**src/rtl/addsub_serial.sv**
```systemverilog
// addsub_serial: multi-cycle adder/subtractor that adds CHUNK bits per clock.
//
// Ports:
//   clk, rst_n      clock (rising edge) and asynchronous active-low reset
//   in_valid/ready  operand handshake; in_ready is high only while idle
//   a, b, sub       operands; sub=1 selects a-b, sub=0 selects a+b
//   out_valid/ready result handshake; out_valid is high only in DONE
//   result          WIDTH-bit sum or difference
//   cout            unsigned carry (add) or unsigned borrow (sub, a<b)
//   ovf             two's-complement signed overflow
//
// Parameters: WIDTH (operand width), CHUNK (bits per cycle, divides WIDTH).
// Optional macro ADDSUB_SAT_EN: saturate result to signed max/min on overflow.
// cout and ovf always report the unsaturated condition.

module addsub_serial #(
  parameter int unsigned WIDTH = 16,
  parameter int unsigned CHUNK = 4
) (
  input  logic             clk,
  input  logic             rst_n,
  input  logic             in_valid,
  output logic             in_ready,
  input  logic [WIDTH-1:0] a,
  input  logic [WIDTH-1:0] b,
  input  logic             sub,
  output logic             out_valid,
  input  logic             out_ready,
  output logic [WIDTH-1:0] result,
  output logic             cout,
  output logic             ovf
);

  localparam int unsigned NCHUNK = WIDTH / CHUNK;
  localparam int unsigned CW     = (NCHUNK > 1) ? $clog2(NCHUNK) : 1;
  localparam int unsigned MSB    = WIDTH - 1;

  typedef enum logic [1:0] {
    IDLE = 2'd0,
    RUN  = 2'd1,
    DONE = 2'd2
  } state_t;

  state_t state;
  state_t state_nxt;

  logic [WIDTH-1:0] a_r;
  logic [WIDTH-1:0] b_r;        // b already inverted for subtraction
  logic [WIDTH-1:0] sum_r;
  logic             carry;
  logic             sub_r;
  logic [CW-1:0]    cnt;

  logic             last;
  int unsigned      base;
  logic [CHUNK-1:0] a_chunk;
  logic [CHUNK-1:0] b_chunk;
  logic [CHUNK:0]   chunk_sum;
  logic [WIDTH-1:0] sum_full;
  logic [WIDTH-1:0] result_nxt;
  logic             cout_nxt;
  logic             ovf_nxt;

  assign in_ready = (state == IDLE);
  assign last     = (cnt == CW'(NCHUNK - 1));

  // State register
  always_ff @(posedge clk or negedge rst_n) begin
    if (!rst_n) begin
      state <= IDLE;
    end else begin
      state <= state_nxt;
    end
  end

  // Next-state decode
  always_comb begin
    state_nxt = state;
    case (state)
      IDLE:    if (in_valid) state_nxt = RUN;
      RUN:     if (last) state_nxt = DONE;
      DONE:    if (out_valid && out_ready) state_nxt = IDLE;
      default: state_nxt = IDLE;
    endcase
  end

  // One chunk of the ripple add, plus the final-cycle flag/result computation
  always_comb begin
    base      = 32'(cnt) * CHUNK;
    a_chunk   = a_r[base +: CHUNK];
    b_chunk   = b_r[base +: CHUNK];
    chunk_sum = {1'b0, a_chunk} + {1'b0, b_chunk} + {{CHUNK{1'b0}}, carry};
    sum_full  = sum_r;
    sum_full[base +: CHUNK] = chunk_sum[CHUNK-1:0];
    // Carry-out of an inverted-b add is the complement of the borrow.
    cout_nxt  = sub_r ^ chunk_sum[CHUNK];
    ovf_nxt   = (a_r[MSB] == b_r[MSB]) && (sum_full[MSB] != a_r[MSB]);
    result_nxt = sum_full;
`ifdef ADDSUB_SAT_EN
    if (ovf_nxt) begin
      result_nxt      = {WIDTH{~a_r[MSB]}};
      result_nxt[MSB] = a_r[MSB];
    end
`endif
  end

  // Datapath and output registers
  always_ff @(posedge clk or negedge rst_n) begin
    if (!rst_n) begin
      a_r       <= '0;
      b_r       <= '0;
      sum_r     <= '0;
      carry     <= 1'b0;
      sub_r     <= 1'b0;
      cnt       <= '0;
      result    <= '0;
      cout      <= 1'b0;
      ovf       <= 1'b0;
      out_valid <= 1'b0;
    end else begin
      case (state)
        IDLE: begin
          if (in_valid) begin
            a_r   <= a;
            b_r   <= b ^ {WIDTH{sub}};
            carry <= sub;
            sub_r <= sub;
            cnt   <= '0;
            sum_r <= '0;
          end
        end
        RUN: begin
          sum_r <= sum_full;
          carry <= chunk_sum[CHUNK];
          cnt   <= cnt + CW'(1);
          if (last) begin
            result    <= result_nxt;
            cout      <= cout_nxt;
            ovf       <= ovf_nxt;
            out_valid <= 1'b1;
          end
        end
        DONE: begin
          if (out_ready) out_valid <= 1'b0;
        end
        default: out_valid <= 1'b0;
      endcase
    end
  end

endmodule

```
**config.mk**
```make
export PLATFORM = sky130hd
export DESIGN_NAME = addsub_serial
export DESIGN_NICKNAME = d
export VERILOG_FILES = /design/src/rtl/addsub_serial.sv
export SDC_FILE = /design/constraint.sdc
export NUM_CORES = 1
export LEC_CHECK = 0
export CORE_MARGIN = 2
export CORE_UTILIZATION = 65
export DETAILED_ROUTE_END_ITERATION = 10
export DONT_BUFFER_PORTS = 1
export PLACE_DENSITY = 0.81
export RECOVER_POWER = 100
export SETUP_SLACK_MARGIN = 0.4
export SLEW_MARGIN = 40
export SYNTH_ARGS = -nofsm -noshare
export SYNTH_HDL_FRONTEND = slang
export SYNTH_SLANG_ARGS = --single-unit
```
**constraint.sdc**
```tcl
create_clock -name clk -period 6.9 [get_ports clk]
set_input_delay 1.035 -clock clk [delete_from_list [all_inputs] [get_ports clk]]
set_output_delay 1.035 -clock clk [all_outputs]
set_load 0.005 [all_outputs]
```
==> results of run 1 <==
## cells in the final DEF (no fill, tap or decap), types with 4 or more instances in the layout
cell type  count
o21ai_0       17
mux2_2        18
dfrtp_1       73
clkbuf_8       9
nor2_1        23
ha_1           9
a22o_1         8
nor2b_1       14
inv_1         11
a21oi_1       33
nor3b_1        4
nand2_1       21
mux4_2         8
xnor2_1       17
a32o_1         8
## metal layers
layer	vias up	track usage, %	part of all wire [%]
li1	1109	-	-
met1	1118	32.2	43
met2	74	39.1	50
met3	12	5.17	5.2
met4	0	11.4	2.2
met5	-	0	0
## power groups by stage
stage          registers, mW  logic [mW]  clock network [mW]
2_1_floorplan          0.716       0.843                   0
3_3_place_gp           0.782       0.979                   0
3_5_place_dp           0.790        1.01                   0
4_1_cts                0.783        1.02               0.361
5_1_grt                0.814        1.14               0.378
6_report               0.778        1.02               0.356
## through the flow
step | worst slack (ns) | power [mW] | instance area (um2)
after floorplan | 4.23 | 1.56 | 3580
after global placement | 3.92 | 1.76 | 3590
after detailed placement | 3.85 | 1.80 | 3590
after CTS | 3.81 | 2.16 | 3800
after global routing | 3.15 | 2.33 | 3790
final | 3.44 | 2.15 | 3790
## logic make-up (layout without fill, tap and decap cells)
| family | after synthesis | count (layout) |
|---|---|---|
| AOI/OAI and AO/OA | 80 | 80 |
| and+or+nand+nor | 77 | 77 |
| DFF | 73 | 73 |
| buffers and inverters | 31 | 28 |
| muxes | 27 | 27 |
| xor gates and xnor gates | 17 | 17 |
| adders and majority gates | 11 | 11 |
## how the worst max path moves through the flow
stage	cells after the start	slack [ns]	endpoint
6_report	4	3.44	sum_r[6]$_DFFE_PN0P_
3_5_place_dp	8	3.85	carry$_DFFE_PN0P_
4_1_cts	8	3.81	carry$_DFFE_PN0P_
5_1_grt	4	3.15	sum_r[5]$_DFFE_PN0P_
2_1_floorplan	9	4.23	carry$_DFFE_PN0P_
3_3_place_gp	8	3.92	carry$_DFFE_PN0P_
## layout make-up
cell class,instances,area (um2)
clock inverter,6,83.8
fill,413,1610
inverter,11,41.3
tap,72,90.1
timing repair buffer,2,11.3
sequential,73,1830
multi-input combinational,212,1620
clock buffer,9,124
## state kept, by name (all words and copies together) (netlist names), 2 cells and up
name / count
b_r: 16
cnt: 2
sum_r: 16
state: 2
a_r: 16
result: 16
## critical path, delay by kind of cell
| kind | cells | cell delay, ns |
|---|---|---|
| buffers and inverters | 1 | 1.73 |
| AOI/OAI and AO/OA | 2 | 0.73 |
| and+or+nand+nor | 1 | 0.17 |
==> impl_metrics.tcl, run 1 <==
set metrics [dict create \
    outcome "finished with violations" \
    violations "max-capacitance violations, max-slew violations" \
    vdd_drop_max_mv 0.404 \
    synth_simple_gate_area_share_pct 11.3 \
    postCtsResizedCells 0 \
    combPwrFrac_pct 47.3 \
    synth_edf_count 0 \
    async_flop_share_pct 100 \
    internal-power_mw 1.27 \
    min_period_over_period_pct 50.1 \
    finalCriticalPeriod_ns 3.46 \
    cts_buffers 9 \
    synth.top_cell.area_share_pct 51.1 \
    rr_startpoint "state[0]$_DFFE_PN0P_" \
    dp_hpwl_um 4480 \
    rsz0062_at_grt "no" \
    hp-class "input port to async pin" \
    synth_cell_types 40 \
    grt_pass1_wl_um 11400 \
    grt_usage_pct 24.4 \
    cts-root-buf "clkbuf_8" \
    synth.area.mux_share_pct 11.0 \
    crit_arrival_ns 3.68 \
    die_y_um 78.2 \
    synth_top_family_by_area "compound AO/OA/AOI/OAI gates" \
    crit_chain "nor3b_1 -> clkbuf_1 -> a21oi_1 -> a22o_1" \
    p_sw_uw 883 \
    vias 2313 \
    drc 0 \
    area_delta_synth_final_pct 6.05 \
    row_count 27 \
    finish.utilization_pct 70.2 \
    wl_per_cell_um 17.0 \
    crit_start "in_valid" \
    ant_nets 0 \
    crit_path_start_kind "input port" \
    cts-htree-levels 3 \
    post-place-cells 370 \
    first_global_vias 2374 \
    routed_wl_um 6560 \
    synthTopCellsByCount "dfrtp_1 (73), a21oi_1 (33), nor2_1 (23)" \
    crit_slowest_cell "clkbuf_1" \
    critPathMaxStageDelay_ns 1.73 \
    postCtsSetupBuffers 0 \
    synth_flop_cell "dfrtp_1" \
    seq_area_frac_synth_pct 51.1 \
    clock_path_buffers 2 \
    dr.pass1.iters 4 \
    skew_ns 0.00757 \
    insertion_delay_ns 0.34 \
    maxSlewHeadroom_pct -60.5 \
    synth_top_area_cell "dfrtp_1" \
    netSwitchingFraction_pct 41.0 \
    vias_per_cell 6.01 \
    ys_ff_latch 73 \
    synth_compound_area_share_pct 14.3 \
    syn_area_per_cell_um2 11.3 \
    diodes 0 \
    reg2reg_to "sum_r[6]$_DFFE_PN0P_" \
    drt-initial-drc-count 146 \
    crit_path_end_kind "flip-flop" \
    yosys.cell_count.top_type "dfrtp_1" \
    hold_ws_ns 0.382 \
    cap_violations 1 \
    ios 57 \
    grt_overflow 0 \
    finalSetupTns_ns 0 \
    drv_slew 57 \
    synth.top_cells.by_area "dfrtp_1 (51%), mux2_2 (5.7%), mux4_2 (5.0%)" \
    start_util_pct 66.2 \
    rrSetupSlack_ns 3.62 \
    fin_cells 385 \
    postSynthCellCount 316 \
    syn_nets 364 \
    gp_congestion 0.835 \
    r2r_cells 4 \
    drive_gt1_share_pct 14.4 \
    yosys_warnings 0 \
    cts_tree "yes" \
    crit_required_ns 7.13 \
    p_clk_share_pct 16.5 \
    worstSetupPathType "input port to flip-flop" \
    die_w_um 78.2 \
    syn_area_um2 3580 \
    dieArea_um2 6110 \
    antenna_found_initial 0 \
    holdBufCountCts 0 \
    clk_pin_slew_ns 0.08 \
    synth_xor_area_share_pct 4.16 \
    hold_viol_final 0 \
    grt_max_degree 74 \
    design.core.area_um2 5410 \
    fmax_ghz 0.289 \
    seqPwrFrac_pct 36.1 \
    leakage_nw 1.60 \
    power_density_nw_per_um2 568 \
    final_nets 357 \
    critPathMaxFanout 56 \
    setup_viol 0 \
    cts.sinks 73 \
    worst_pin_slew_ns 2.41 \
    synth-adder-area-share_pct 4.27 \
    port-buffer-count 0 \
]
Power figures use the tool's default switching activity.
==> run 2: changes to the inputs <==
CORE_UTILIZATION = 57   (was 65)
PLACE_DENSITY = 0.75   (was 0.81)
clock period = 2.84 ns   (was 6.9 ns; I/O delays follow)
==> run 2 against run 1 <==
The run now ends clean. Critical path type is now flip-flop to flip-flop. Combinational power grew to 3.3 times the previous value. Setup slack worse by 3.2 ns. Largest power group unchanged. Critical path depth is 4 higher. Non-clock buffer count up 12.
==> impl_metrics.tcl, run 2 (same netlist as run 1, synthesis figures left out) <==
set metrics [dict create \
    cts.sinks 73 \
    outcome "finished clean" \
    wl_per_cell_um 18.2 \
    diodes 0 \
    design.core.area_um2 5990 \
    min_period_over_period_pct 89.8 \
    cts-htree-levels 3 \
    vdd_drop_max_mv 0.895 \
    critPathMaxFanout 7 \
    drc 0 \
    crit_path_frequent_cell "fa_1" \
    die_w_um 83.2 \
    ant_nets 0 \
    dp_hpwl_um 4660 \
    cp_top_family "adder cells" \
    hp-class "input port to flip-flop" \
    grt_max_degree 74 \
    clk_pin_slew_ns 0.08 \
    fmax_ghz 0.392 \
    worst_pin_slew_ns 1.11 \
    p_sw_mw 2.55 \
    vias_per_cell 5.96 \
    power_density_nw_per_um2 1530 \
    finalCriticalPeriod_ns 2.55 \
    reg2reg_to "carry$_DFFE_PN0P_" \
    crit_slowest_cell "mux4_2" \
    ios 57 \
    setup_viol 0 \
    row_count 28 \
    dr.pass1.iters 4 \
    cts-root-buf "clkbuf_8" \
    crit_path_end_kind "flip-flop" \
    worstSetupPathType "flip-flop to flip-flop" \
    gp_congestion 0.806 \
    cts_buffers 9 \
    crit_required_ns 3.06 \
    antenna_found_initial 0 \
    p_clk_share_pct 15.6 \
    cts_tree "yes" \
    final.fill_count 450 \
    cp_num_buf_inv 1 \
    seqPwrFrac_pct 30.3 \
    netSwitchingFraction_pct 41.2 \
    final_cell_mix "dfrtp_1 (71), a21oi_1 (29), nor2_1 (21), nand2_1 (21), mux2_2 (18)" \
    critPathMaxStageDelay_ns 0.56 \
    grt_overflow 0 \
    skew_ns 0.00965 \
    cap_violations 0 \
    vias 2391 \
    drv_slew 0 \
    crit_path_start_kind "flip-flop" \
    leakage_nw 1.68 \
    grt_usage_pct 21.6 \
    insertion_delay_ns 0.35 \
    hold_ws_ns 0.224 \
    area_delta_synth_final_pct 13.5 \
    first_global_vias 2454 \
    hold_viol_final 0 \
    final_nets 369 \
    crit_start "cnt[0]$_DFFE_PN0P_" \
    layout_commonest_cell "dfrtp_1" \
    finalSetupTns_ns 0 \
    die_y_um 83.2 \
    combPwrFrac_pct 54.1 \
    rrSetupSlack_ns 0.29 \
    internal-power_mw 3.64 \
    rsz0062_at_grt "yes" \
    r2r_cells 8 \
    dieArea_um2 6920 \
    routed_wl_um 7300 \
    crit_end "carry$_DFFE_PN0P_" \
    drive_gt1_share_pct 23.3 \
    crit_arrival_ns 2.78 \
    finish.utilization_pct 67.8 \
    grt_pass1_wl_um 11800 \
    drt-initial-drc-count 254 \
    maxSlewHeadroom_pct 25.7 \
    crit_chain "mux4_2 -> fa_1 -> clkinv_1 -> fa_1 -> nor2b_2 -> o21ai_2 -> a21oi_2 -> a221o_1" \
    path_depth 8 \
    clock_path_buffers 2 \
    rr_startpoint "cnt[0]$_DFFE_PN0P_" \
    start_util_pct 59.7 \
    port-buffer-count 0 \
]
==> run 2: area by class of cell <==
type                       count  area, um2  share of cell area, %
multi-input combinational    212       1730                   42.7
clock buffer                  10        128                   3.14
tap                           75       93.8                   2.31
timing repair buffer          14        125                   3.08
clock inverter                 6        108                   2.65
sequential                    73       1830                   45.1
inverter                      11       41.3                   1.02
==> run 2: what timing repair did <==
item / in CTS / in global routing
cloned: 0 / 0
pin swaps: 4 / 17
buffers inserted: 4 / 2
gates resized for setup: 11 / 28
hold endpoints to repair: 73 / 0
setup endpoints to repair: 26 / 27
hold buffers: 2 / 0
==> run 2: power groups by stage <==
stage	sequential [mW]	clock [mW]	combinational [mW]
finish	1.87	0.967	3.36
detailed placement	1.91	0	2.57
global placement	1.89	0	2.49
global route	1.95	1.02	3.65
CTS	1.87	0.980	2.90
floorplan	1.74	0	2.08
==> run 2: layer usage <==
metal,track usage [%],part of all wire [%]
met1,27.8,41
met2,34.8,52
met3,5.47,6.2
met4,9.24,1.0
met5,0,0
==> run 2: worst min-delay path by stage <==
| stage | start | to | slack (ns) | cells past startpoint |
|---|---|---|---|---|
| 2_1_floorplan | rst_n | a_r[0]$_DFFE_PN0P_ | 0.13 | 0 |
| 3_3_place_gp | rst_n | result[12]$_DFFE_PN0P_ | 0.13 | 0 |
| 3_5_place_dp | rst_n | result[12]$_DFFE_PN0P_ | 0.13 | 0 |
| 4_1_cts | a[14] | a_r[14]$_DFFE_PN0P_ | 0.21 | 1 |
| 5_1_grt | a[14] | a_r[14]$_DFFE_PN0P_ | 0.20 | 1 |
| 6_report | a[10] | a_r[10]$_DFFE_PN0P_ | 0.22 | 1 |
==> run 2: through the flow <==
step / setup WS (ns) / instances / area, um2 / total power, mW
2_1_floorplan: 0.407 / 316 / 3590 / 3.83
3_3_place_gp: 0.224 / 377 / 3630 / 4.39
3_5_place_dp: 0.173 / 377 / 3630 / 4.48
4_1_cts: 0.363 / 399 / 3970 / 5.76
5_1_grt: 0.170 / 401 / 4060 / 6.61
6_report: 0.288 / 401 / 4060 / 6.20
==> run 3: changes to the inputs <==
CTS_CLUSTER_SIZE = 14   (was default)
SLEW_MARGIN = 20   (was 40)
==> results of run 3 <==
Final layout, timing and power as in run 2 (identical DEF).
